==> config.mk <==
export PLATFORM = sky130hd
export DESIGN_NAME = wb_arbiter
export DESIGN_NICKNAME = d
export VERILOG_FILES = /design/src/rtl/raisin64_pkg.sv /design/src/rtl/rr_select.sv /design/src/rtl/wb_arbiter.sv
export SDC_FILE = /design/constraint.sdc
export NUM_CORES = 1
export LEC_CHECK = 0
export CAP_MARGIN = 20
export CORE_AREA = 2 2 231 233
export DETAILED_ROUTE_END_ITERATION = 8
export DIE_AREA = 0 0 233 235
export GPL_ROUTABILITY_DRIVEN = 1
export PLACE_DENSITY = 0.52
export SYNTH_ARGS = -nofsm -noshare
export SYNTH_HDL_FRONTEND = slang
export SYNTH_SLANG_ARGS = --single-unit
==> constraint.sdc <==
create_clock -name clk -period 19.3 [get_ports clk]
set_input_delay 2.895 -clock clk [delete_from_list [all_inputs] [get_ports clk]]
set_output_delay 2.895 -clock clk [all_outputs]
set_load 0.01 [all_outputs]
==> src/rtl/raisin64_pkg.sv <==
// Shared constants for the raisin64 writeback path: unit indices, widths and
// pointer helpers used by the writeback arbiter.
package raisin64_pkg;

  localparam int unsigned NUM_WB_UNITS = 5;
  localparam int unsigned REG_NUM_W    = 6;
  localparam int unsigned UNIT_IDX_W   = 3;

  localparam logic [UNIT_IDX_W-1:0] UNIT_ALU1    = 3'd0;
  localparam logic [UNIT_IDX_W-1:0] UNIT_ALU2    = 3'd1;
  localparam logic [UNIT_IDX_W-1:0] UNIT_ADVINT  = 3'd2;
  localparam logic [UNIT_IDX_W-1:0] UNIT_MEMUNIT = 3'd3;
  localparam logic [UNIT_IDX_W-1:0] UNIT_BRANCH  = 3'd4;

  // Reduce a 0..8 sum of pointer plus offset back into the 0..4 unit range.
  function automatic logic [UNIT_IDX_W-1:0] wb_wrap_idx(input logic [3:0] s);
    if (s >= 4'(NUM_WB_UNITS)) return UNIT_IDX_W'(s - 4'(NUM_WB_UNITS));
    else                       return UNIT_IDX_W'(s);
  endfunction

  function automatic logic [UNIT_IDX_W-1:0] wb_next_idx(input logic [UNIT_IDX_W-1:0] i);
    if (i == UNIT_BRANCH) return UNIT_ALU1;
    else                  return i + 3'd1;
  endfunction

endpackage

==> src/rtl/rr_select.sv <==
// Rotating-priority first-one finder over the five writeback requesters,
// scanning upward from ptr and wrapping modulo five.
module rr_select
  import raisin64_pkg::*;
(
  input  logic [NUM_WB_UNITS-1:0] req,
  input  logic [UNIT_IDX_W-1:0]   ptr,
  output logic [UNIT_IDX_W-1:0]   idx_c,
  output logic                    found_c
);

  // Scan from the far end so the nearest hit in scan order is written last.
  always_comb begin
    logic [UNIT_IDX_W-1:0] pos;
    idx_c   = '0;
    found_c = 1'b0;
    pos     = '0;
    for (int i = int'(NUM_WB_UNITS) - 1; i >= 0; i--) begin
      pos = wb_wrap_idx(4'(ptr) + 4'(i));
      if (req[pos]) begin
        idx_c   = pos;
        found_c = 1'b1;
      end
    end
  end

endmodule

==> src/rtl/wb_arbiter.sv <==
// Writeback arbiter: grants up to two register-file write ports per cycle
// among alu1, alu2, advint (dual result), memunit and branch.
module wb_arbiter
  import raisin64_pkg::*;
#(
  parameter int unsigned DATA_W = 64,
  parameter int unsigned RR_EN  = 1
) (
  input  logic                 clk,
  input  logic                 rst,
  input  logic                 alu1_req,
  input  logic [REG_NUM_W-1:0] alu1_rn,
  input  logic [DATA_W-1:0]    alu1_data,
  input  logic                 alu2_req,
  input  logic [REG_NUM_W-1:0] alu2_rn,
  input  logic [DATA_W-1:0]    alu2_data,
  input  logic                 memunit_req,
  input  logic [REG_NUM_W-1:0] memunit_rn,
  input  logic [DATA_W-1:0]    memunit_data,
  input  logic                 branch_req,
  input  logic [REG_NUM_W-1:0] branch_rn,
  input  logic [DATA_W-1:0]    branch_data,
  input  logic                 advint_req,
  input  logic [REG_NUM_W-1:0] advint_rn,
  input  logic [REG_NUM_W-1:0] advint_rn2,
  input  logic [DATA_W-1:0]    advint_data,
  input  logic [DATA_W-1:0]    advint_data2,
  output logic                 alu1_ack,
  output logic                 alu2_ack,
  output logic                 advint_ack,
  output logic                 memunit_ack,
  output logic                 branch_ack,
  output logic                 wr1_en,
  output logic                 wr2_en,
  output logic [REG_NUM_W-1:0] wr1_rn,
  output logic [REG_NUM_W-1:0] wr2_rn,
  output logic [DATA_W-1:0]    wr1_data,
  output logic [DATA_W-1:0]    wr2_data,
  output logic [REG_NUM_W-1:0] reg1_finished,
  output logic [REG_NUM_W-1:0] reg2_finished
);

  logic [NUM_WB_UNITS-1:0] req_v;
  logic [NUM_WB_UNITS-1:0] req2_v;
  logic [NUM_WB_UNITS-1:0] grant;
  logic [REG_NUM_W-1:0]    rn_a   [NUM_WB_UNITS];
  logic [DATA_W-1:0]       data_a [NUM_WB_UNITS];
  logic [UNIT_IDX_W-1:0]   rr_ptr;
  logic [UNIT_IDX_W-1:0]   scan_ptr;
  logic [UNIT_IDX_W-1:0]   ptr_nxt;
  logic [UNIT_IDX_W-1:0]   idx1;
  logic [UNIT_IDX_W-1:0]   idx2;
  logic                    found1;
  logic                    found2;
  logic                    adv_first;
  logic [REG_NUM_W-1:0]    s1_rn;
  logic [REG_NUM_W-1:0]    s2_rn;
  logic [DATA_W-1:0]       s1_data;
  logic [DATA_W-1:0]       s2_data;

  // Requests are masked during reset so nothing is acked or written.
  always_comb begin
    req_v = rst ? '0 : {branch_req, memunit_req, advint_req, alu2_req, alu1_req};
    rn_a[UNIT_ALU1]      = alu1_rn;
    rn_a[UNIT_ALU2]      = alu2_rn;
    rn_a[UNIT_ADVINT]    = advint_rn;
    rn_a[UNIT_MEMUNIT]   = memunit_rn;
    rn_a[UNIT_BRANCH]    = branch_rn;
    data_a[UNIT_ALU1]    = alu1_data;
    data_a[UNIT_ALU2]    = alu2_data;
    data_a[UNIT_ADVINT]  = advint_data;
    data_a[UNIT_MEMUNIT] = memunit_data;
    data_a[UNIT_BRANCH]  = branch_data;
  end

  assign scan_ptr  = (RR_EN != 0) ? rr_ptr : UNIT_ALU1;
  assign adv_first = found1 && (idx1 == UNIT_ADVINT);

  rr_select u_sel1 (
    .req     (req_v),
    .ptr     (scan_ptr),
    .idx_c   (idx1),
    .found_c (found1)
  );

  // Second slot: drop the first pick, advint (needs both slots) and any
  // requester whose nonzero destination collides with the first grant.
  always_comb begin
    req2_v = '0;
    for (int unsigned i = 0; i < NUM_WB_UNITS; i++) begin
      if (found1 && !adv_first && req_v[i]
          && (UNIT_IDX_W'(i) != idx1) && (UNIT_IDX_W'(i) != UNIT_ADVINT)
          && !((rn_a[i] != '0) && (rn_a[i] == rn_a[idx1])))
        req2_v[i] = 1'b1;
    end
  end

  rr_select u_sel2 (
    .req     (req2_v),
    .ptr     (scan_ptr),
    .idx_c   (idx2),
    .found_c (found2)
  );

  always_comb begin
    grant   = '0;
    s1_rn   = '0;
    s1_data = '0;
    s2_rn   = '0;
    s2_data = '0;
    ptr_nxt = rr_ptr;
    if (found1) begin
      grant[idx1] = 1'b1;
      s1_rn       = rn_a[idx1];
      s1_data     = data_a[idx1];
      ptr_nxt     = wb_next_idx(idx1);
    end
    if (adv_first) begin
      s2_rn   = advint_rn2;
      s2_data = advint_data2;
    end else if (found2) begin
      grant[idx2] = 1'b1;
      s2_rn       = rn_a[idx2];
      s2_data     = data_a[idx2];
      ptr_nxt     = wb_next_idx(idx2);
    end
    // A granted rn==0 result is discarded: no write, no data.
    if (s1_rn == '0) s1_data = '0;
    if (s2_rn == '0) s2_data = '0;
  end

  assign alu1_ack    = grant[UNIT_ALU1];
  assign alu2_ack    = grant[UNIT_ALU2];
  assign advint_ack  = grant[UNIT_ADVINT];
  assign memunit_ack = grant[UNIT_MEMUNIT];
  assign branch_ack  = grant[UNIT_BRANCH];

  always_ff @(posedge clk) begin
    if (rst) begin
      wr1_en        <= 1'b0;
      wr2_en        <= 1'b0;
      wr1_rn        <= '0;
      wr2_rn        <= '0;
      wr1_data      <= '0;
      wr2_data      <= '0;
      reg1_finished <= '0;
      reg2_finished <= '0;
      rr_ptr        <= UNIT_ALU1;
    end else begin
      wr1_en        <= (s1_rn != '0);
      wr2_en        <= (s2_rn != '0);
      wr1_rn        <= s1_rn;
      wr2_rn        <= s2_rn;
      wr1_data      <= s1_data;
      wr2_data      <= s2_data;
      reg1_finished <= s1_rn;
      reg2_finished <= s2_rn;
      rr_ptr        <= ptr_nxt;
    end
  end

endmodule
# After elaboration in Yosys (flattened, before gate mapping)
# Cells that the tools add are included.
# word_totals
output_inout_bits	159
inputBits	427
regBits	145
elab_cells	163
# classes
addsub	11
mux	79
n_eq_ne	10
n_lt_le_gt_ge	16
bitwise	4
reduce_logical	36
# ops
operator	n
binary-select mux 64 bit (select 3 bit)	2
two-way mux 64 bit	6
two-way mux 3 bit	20
two-way mux 6 bit	7
binary-select mux 6 bit (select 3 bit)	2
nonzero test 6 bit	6
binary-select mux 1 bit (select 3 bit)	10
< comparator 3 x 4 -> 1 bit, second input constant	7
two-way mux 1 bit	26
equality test 6 bit	4
logical AND 1 bit	20
two-way mux 5 bit	4
>= comparator 4 x 3 -> 1 bit, second input constant	4
subtractor 3 bit, second input constant	5
logical NOT 6 bit	2
adder 3 x 2 -> 4 bit, second input constant	2
>= comparator 4 bit, second input constant	2
NOT 3 -> 4 bit	2
adder 3 x 1 -> 3 bit, second input constant	2
demux 1 bit (select 3 bit)	2
equality test 3 bit, second input constant	2
>= comparator 3 x 1 -> 1 bit, second input constant	2
logical NOT 1 bit	5
bitwise OR 5 bit	1
11 further kinds	11

# Logic depth before layout (Yosys ltp)
# depth
depth_word	34
mapped_depth	34
depth_no_buf	25

# By module
# A second synthesis with hierarchy kept.
# unflattened
cells_unflattened	1650
hier_area_um2	13150.1
# by_module_without_submodules
module	area_per_inst_um2	seq_area_each_um2	cells_per_inst	n_inst
wb_arbiter	10913.0	2902.8	1346	1
rr_select	1118.6	0.0	152	2

# Least setup slack after synthesis
# No wires, ideal clock.
# synth_path
path_type	in2out
startpoint	input port rst
endpoint	output port alu1_ack
n_path_buf	6
required_ns	16.405
arrival_ns	8.168
path_slack_ns	8.237
cell_stages	25
path_cell_list	clkbuf_1 or3b_1 a221oi_1 a311oi_1 o22ai_1 a21oi_1 a311o_2 a21boi_4 clkbuf_1 buf_2 clkbuf_1 ha_1 nor2_1 o21ai_0 nor3b_1 o21a_1 a211o_1 a32o_1 nor4b_4 inv_2 clkbuf_1 and2_1 clkbuf_1 nand3_1 o21ai_0
# synth_via
elab_chain_len	31
word_cells_on_any_way	95
cone_classes	order compare: 4; eq/ne: 8; mux: 55; bitwise: 2; reduce/logical: 26
# synth_lines
item	line	source
from (decl)	wb_arbiter.sv:10	input logic rst,
two-way mux 5 bit (*)	wb_arbiter.sv:63	req_v = rst ? '0 : {branch_req, memunit_req, advint_req, alu2_req, alu1_req};
binary-select mux 1 bit (select 3 bit)	rr_select.sv:20	if (req[pos]) begin
two-way mux 1 bit (implied by the code)	rr_select.sv:20	
two-way mux 3 bit (5 in a row)	rr_select.sv:20	
NOT 3 -> 4 bit (implied by the code)	wb_arbiter.sv:93	&& !((rn_a[i] != '0) && (rn_a[i] == rn_a[idx1])))
binary-select mux 6 bit (select 3 bit)	wb_arbiter.sv:93	
two-way mux 6 bit (implied by the code) (2 in a row)	wb_arbiter.sv:93	
equality test 6 bit	wb_arbiter.sv:93	
[... 6 more ...]	--	
two-way mux 3 bit (5 in a row)	rr_select.sv:20	
< comparator 3 x 4 -> 1 bit (implied by the code) or >= comparator 3 x 1 -> 1 bit (tied branches)	wb_arbiter.sv:122	grant[idx2] = 1'b1;
logical AND 1 bit (implied by the code)	wb_arbiter.sv:122	
two-way mux 1 bit (implied by the code)	wb_arbiter.sv:122	
demux 1 bit (select 3 bit)	wb_arbiter.sv:122	
bitwise OR 5 bit (no source line)	--	
two-way mux 5 bit	wb_arbiter.sv:121	end else if (found2) begin
two-way mux 5 bit (*)	wb_arbiter.sv:118	if (adv_first) begin
to (decl)	wb_arbiter.sv:28	output logic alu1_ack,
# Every way passes the cells marked *; elsewhere a longest branch is shown, timed or not. The select of a mux whose other input is x is not followed.

# Final worst setup path
# Ends and elaborated chain as after synthesis.

==> flow_metrics.py <==
metrics = {
    "run_status": {
        "status": "finished clean",
    },
    "sta": {
        "max-slew-margin-rel_pct": 20.8,
        "setup-violations-final": 0,
        "tightestPinTransition_ns": 1.19,
        "hold-worst-slack_ns": 0.917,
        "min_period_over_period_pct": 73.8,
        "finalCriticalPeriod_ns": 14.24,
        "max_freq_mhz": 70.2,
        "tns_ns": 0,
        "rsz0062_at_grt": "false",
        "final_max_slew_viol_count": 0,
        "clock_skew_ns": 0.0122,
        "hold_viol_final": 0,
    },
    "setup_path": {
        "endpoint_kind": "primary output",
        "cp-startpoint": "rst",
        "timing_worst_setup_path_type": "input pin to primary output",
        "rrSetupSlack_ns": 7.89,
        "required_ns": 16.41,
        "cp-start-kind": "input pin",
        "crit_arrival_ns": 11.34,
        "crit_path_max_fanout": 55,
        "r2r_start": "rr_ptr[0]$_SDFF_PP0_",
    },
    "synth": {
        "synth_top_area_share_pct": 23.9,
        "syn_nets": 2051,
        "synth-edff-count": 0,
        "yosys_warnings": 0,
        "async_flop_share_pct": 0,
        "netlist_area_um2": 12100,
        "synthTopCellsByArea": "dfxtp_1 (24%), mux2i_1 (12%), nand2_1 (9.1%), a32oi_1 (5.0%), o221ai_1 (4.7%)",
        "synth_cell_types": 94,
        "yosysTopAreaCell": "dfxtp_1",
        "ys_ff_latch": 145,
        "ys_seq_area_share_pct": 23.9,
        "avgSynthCellArea_um2": 7.55,
        "syn_inst": 1610,
        "ys.flop_type": "dfxtp_1",
    },
    "grt": {
        "grt-ovfl-total": 0,
        "use_met1_pct": 30.6,
        "grtUsageMet2_pct": 41.3,
        "grt_start_max_net_pins": 93,
        "grt_pass1_vias": 14800,
        "grt_pass1_wl_um": 102000,
        "grt_use_met3_pct": 7.03,
        "antenna_found_initial": 16,
        "grt_use_total_pct": 25.3,
        "globalRoute.busiestLayer": "met2",
    },
    "clock_tree": {
        "cts_max_path_buffers": 2,
        "post_cts_buffers": 0,
        "cts.repair.resized": 0,
        "cts.sinks": 145,
        "clockRootBuffer": "clkbuf_16",
        "htreeDepth": 4,
        "holdBufCountCts": 0,
        "clk-insertion-delay-late_ns": 0.49,
        "clk_pin_slew_ns": 0.06,
        "cts_tree": "done",
        "cts_buffers": 17,
    },
    "detailed_routing": {
        "drc": 0,
        "first_iter_violations": 1060,
        "final_antenna_net_count": 0,
        "drt_first_pass_iters": 6,
        "finalWirelength_um": 71700,
        "via_per_inst": 5.35,
        "vias": 15000,
        "wire_per_inst_um": 25.6,
    },
    "min_path": {
        "hp-start": "rr_ptr[1]$_SDFF_PP0_",
        "hold_class": "flop to flop",
    },
    "finish": {
        "drive_above_1_share_pct": 7.38,
        "fin_nets": 2527,
        "area_growth_pct": 56.8,
    },
    "floorplanning": {
        "die_x_um": 233,
        "io-pin-count": 586,
        "dieArea_um2": 54800,
        "rows": 84,
        "die_y_um": 235,
        "fp.coreArea_um2": 52200,
        "initial_core_util_pct": 23.3,
    },
    "placement": {
        "place_congestion": 0.928,
        "hpwl_um": 52900,
        "io_buffers": 585,
    },
    "flow_run": {
        "timing.max_cap.violations": 0,
    },
}
[path summary, 6_finish.rpt]
| path | to | cells past startpoint |
|---|---|---|
| setup / recovery | alu1_ack | 23 |
| hold / removal | rr_ptr[1]$_SDFF_PP0_ | 4 |
| setup reg to reg | wr2_data[20]$_SDFF_PP0_ | 28 |
| hold reg to reg | rr_ptr[1]$_SDFF_PP0_ | 4 |
[per-layer routing]
metal | share of wire [%] | wire, µm
met1 | 40 | 29000
met2 | 47 | 33700
met3 | 9.0 | 6470
met4 | 3.5 | 2530
met5 | 0.057 | 41
[worst max-delay path: stages]
cell and delay [ns]:
clkdlybuf4s50_1 0.74, and4b_1 0.25, a32oi_1 0.15, nand3_1 0.21
and2_1 0.21, o32ai_2 0.86, a21boi_4 0.29, buf_4 0.74
inv_2 0.34, mux2i_1 0.20, a32oi_1 0.64, xor2_1 0.21
o41ai_4 0.61, nand3b_1 0.23, o2111ai_1 0.11, a32o_1 0.32
nor4b_4 0.23, buf_4 0.49, inv_2 0.36, and2_4 0.35
nand3_1 0.10, o21ai_0 0.14, clkdlybuf4s50_1 0.55
[layout make-up]
cell class                 count  area (µm²)
antenna                       11        27.5
tap                          688         861
clock inverter                14         168
fill                        5438       33200
clock buffer                  18         439
sequential                   145        2900
timing repair buffer         607        6040
multi-input combinational   1288        8510
inverter                      27         105
[cells in the final DEF, fill, tap and decap left out, types with 49 or more instances in the layout]
cell	count
and2_1	72
o221ai_1	65
nand3_1	87
a21oi_2	49
nand2_1	294
clkdlybuf4s50_1	585
nor2_1	94
mux2i_1	148
o21ai_0	86
a32oi_1	70
dfxtp_1	145
[cells by family (layout without fill, tap and decap cells)]
kind of cell             count (synthesis)  after routing  synth area share, %
AND/OR/NAND/NOR                        642            642                 24.5
AO/OA/AOI/OAI                          459            459                 29.3
buffers and inverters                  177            666                 6.63
multiplexers                           154            154                 12.7
flip-flops                             145            145                 23.9
XOR/XNOR                                19             19                 1.37
adder cells (fa/ha/maj)                 14             14                 1.50
other                                    0             11                    0
[through the flow]
| step | utilization, % | area [µm²] | worst slack, ns | instances |
|---|---|---|---|---|
| final | 36.5 | 19000 | 5.06 | 2798 |
| after detailed placement | 35.2 | 18400 | 5.07 | 2754 |
| after CTS | 36.4 | 19000 | 5.06 | 2786 |
| after global routing | 36.5 | 19000 | 4.48 | 2798 |
| after floorplan | - | 12100 | 8.24 | 1610 |
| after global placement | 35.2 | 18400 | 5.12 | 2754 |
[flip-flops by register name, summed over array words and instances, names as in the netlist]
signal         count
wr1_en             1
wr1_data          64
wr2_en             1
reg2_finished      6
wr2_data          64
rr_ptr             3
reg1_finished      6
[synthesized netlist by cell type, types with 19 or more instances]
cell type / instances
inv_1: 22
nand2_1: 296
clkbuf_1: 84
dfxtp_1: 145
nor2_1: 95
mux2i_1: 148
o21ai_0: 86
a21o_1: 19
nand3_1: 87
and2_1: 73
a32oi_1: 70
a21oi_1: 45
o221ai_1: 65
a21oi_2: 49
buf_2: 28
Power is not shown: default switching activity piles up to over one toggle a cycle in this logic, so the estimate is an artifact.
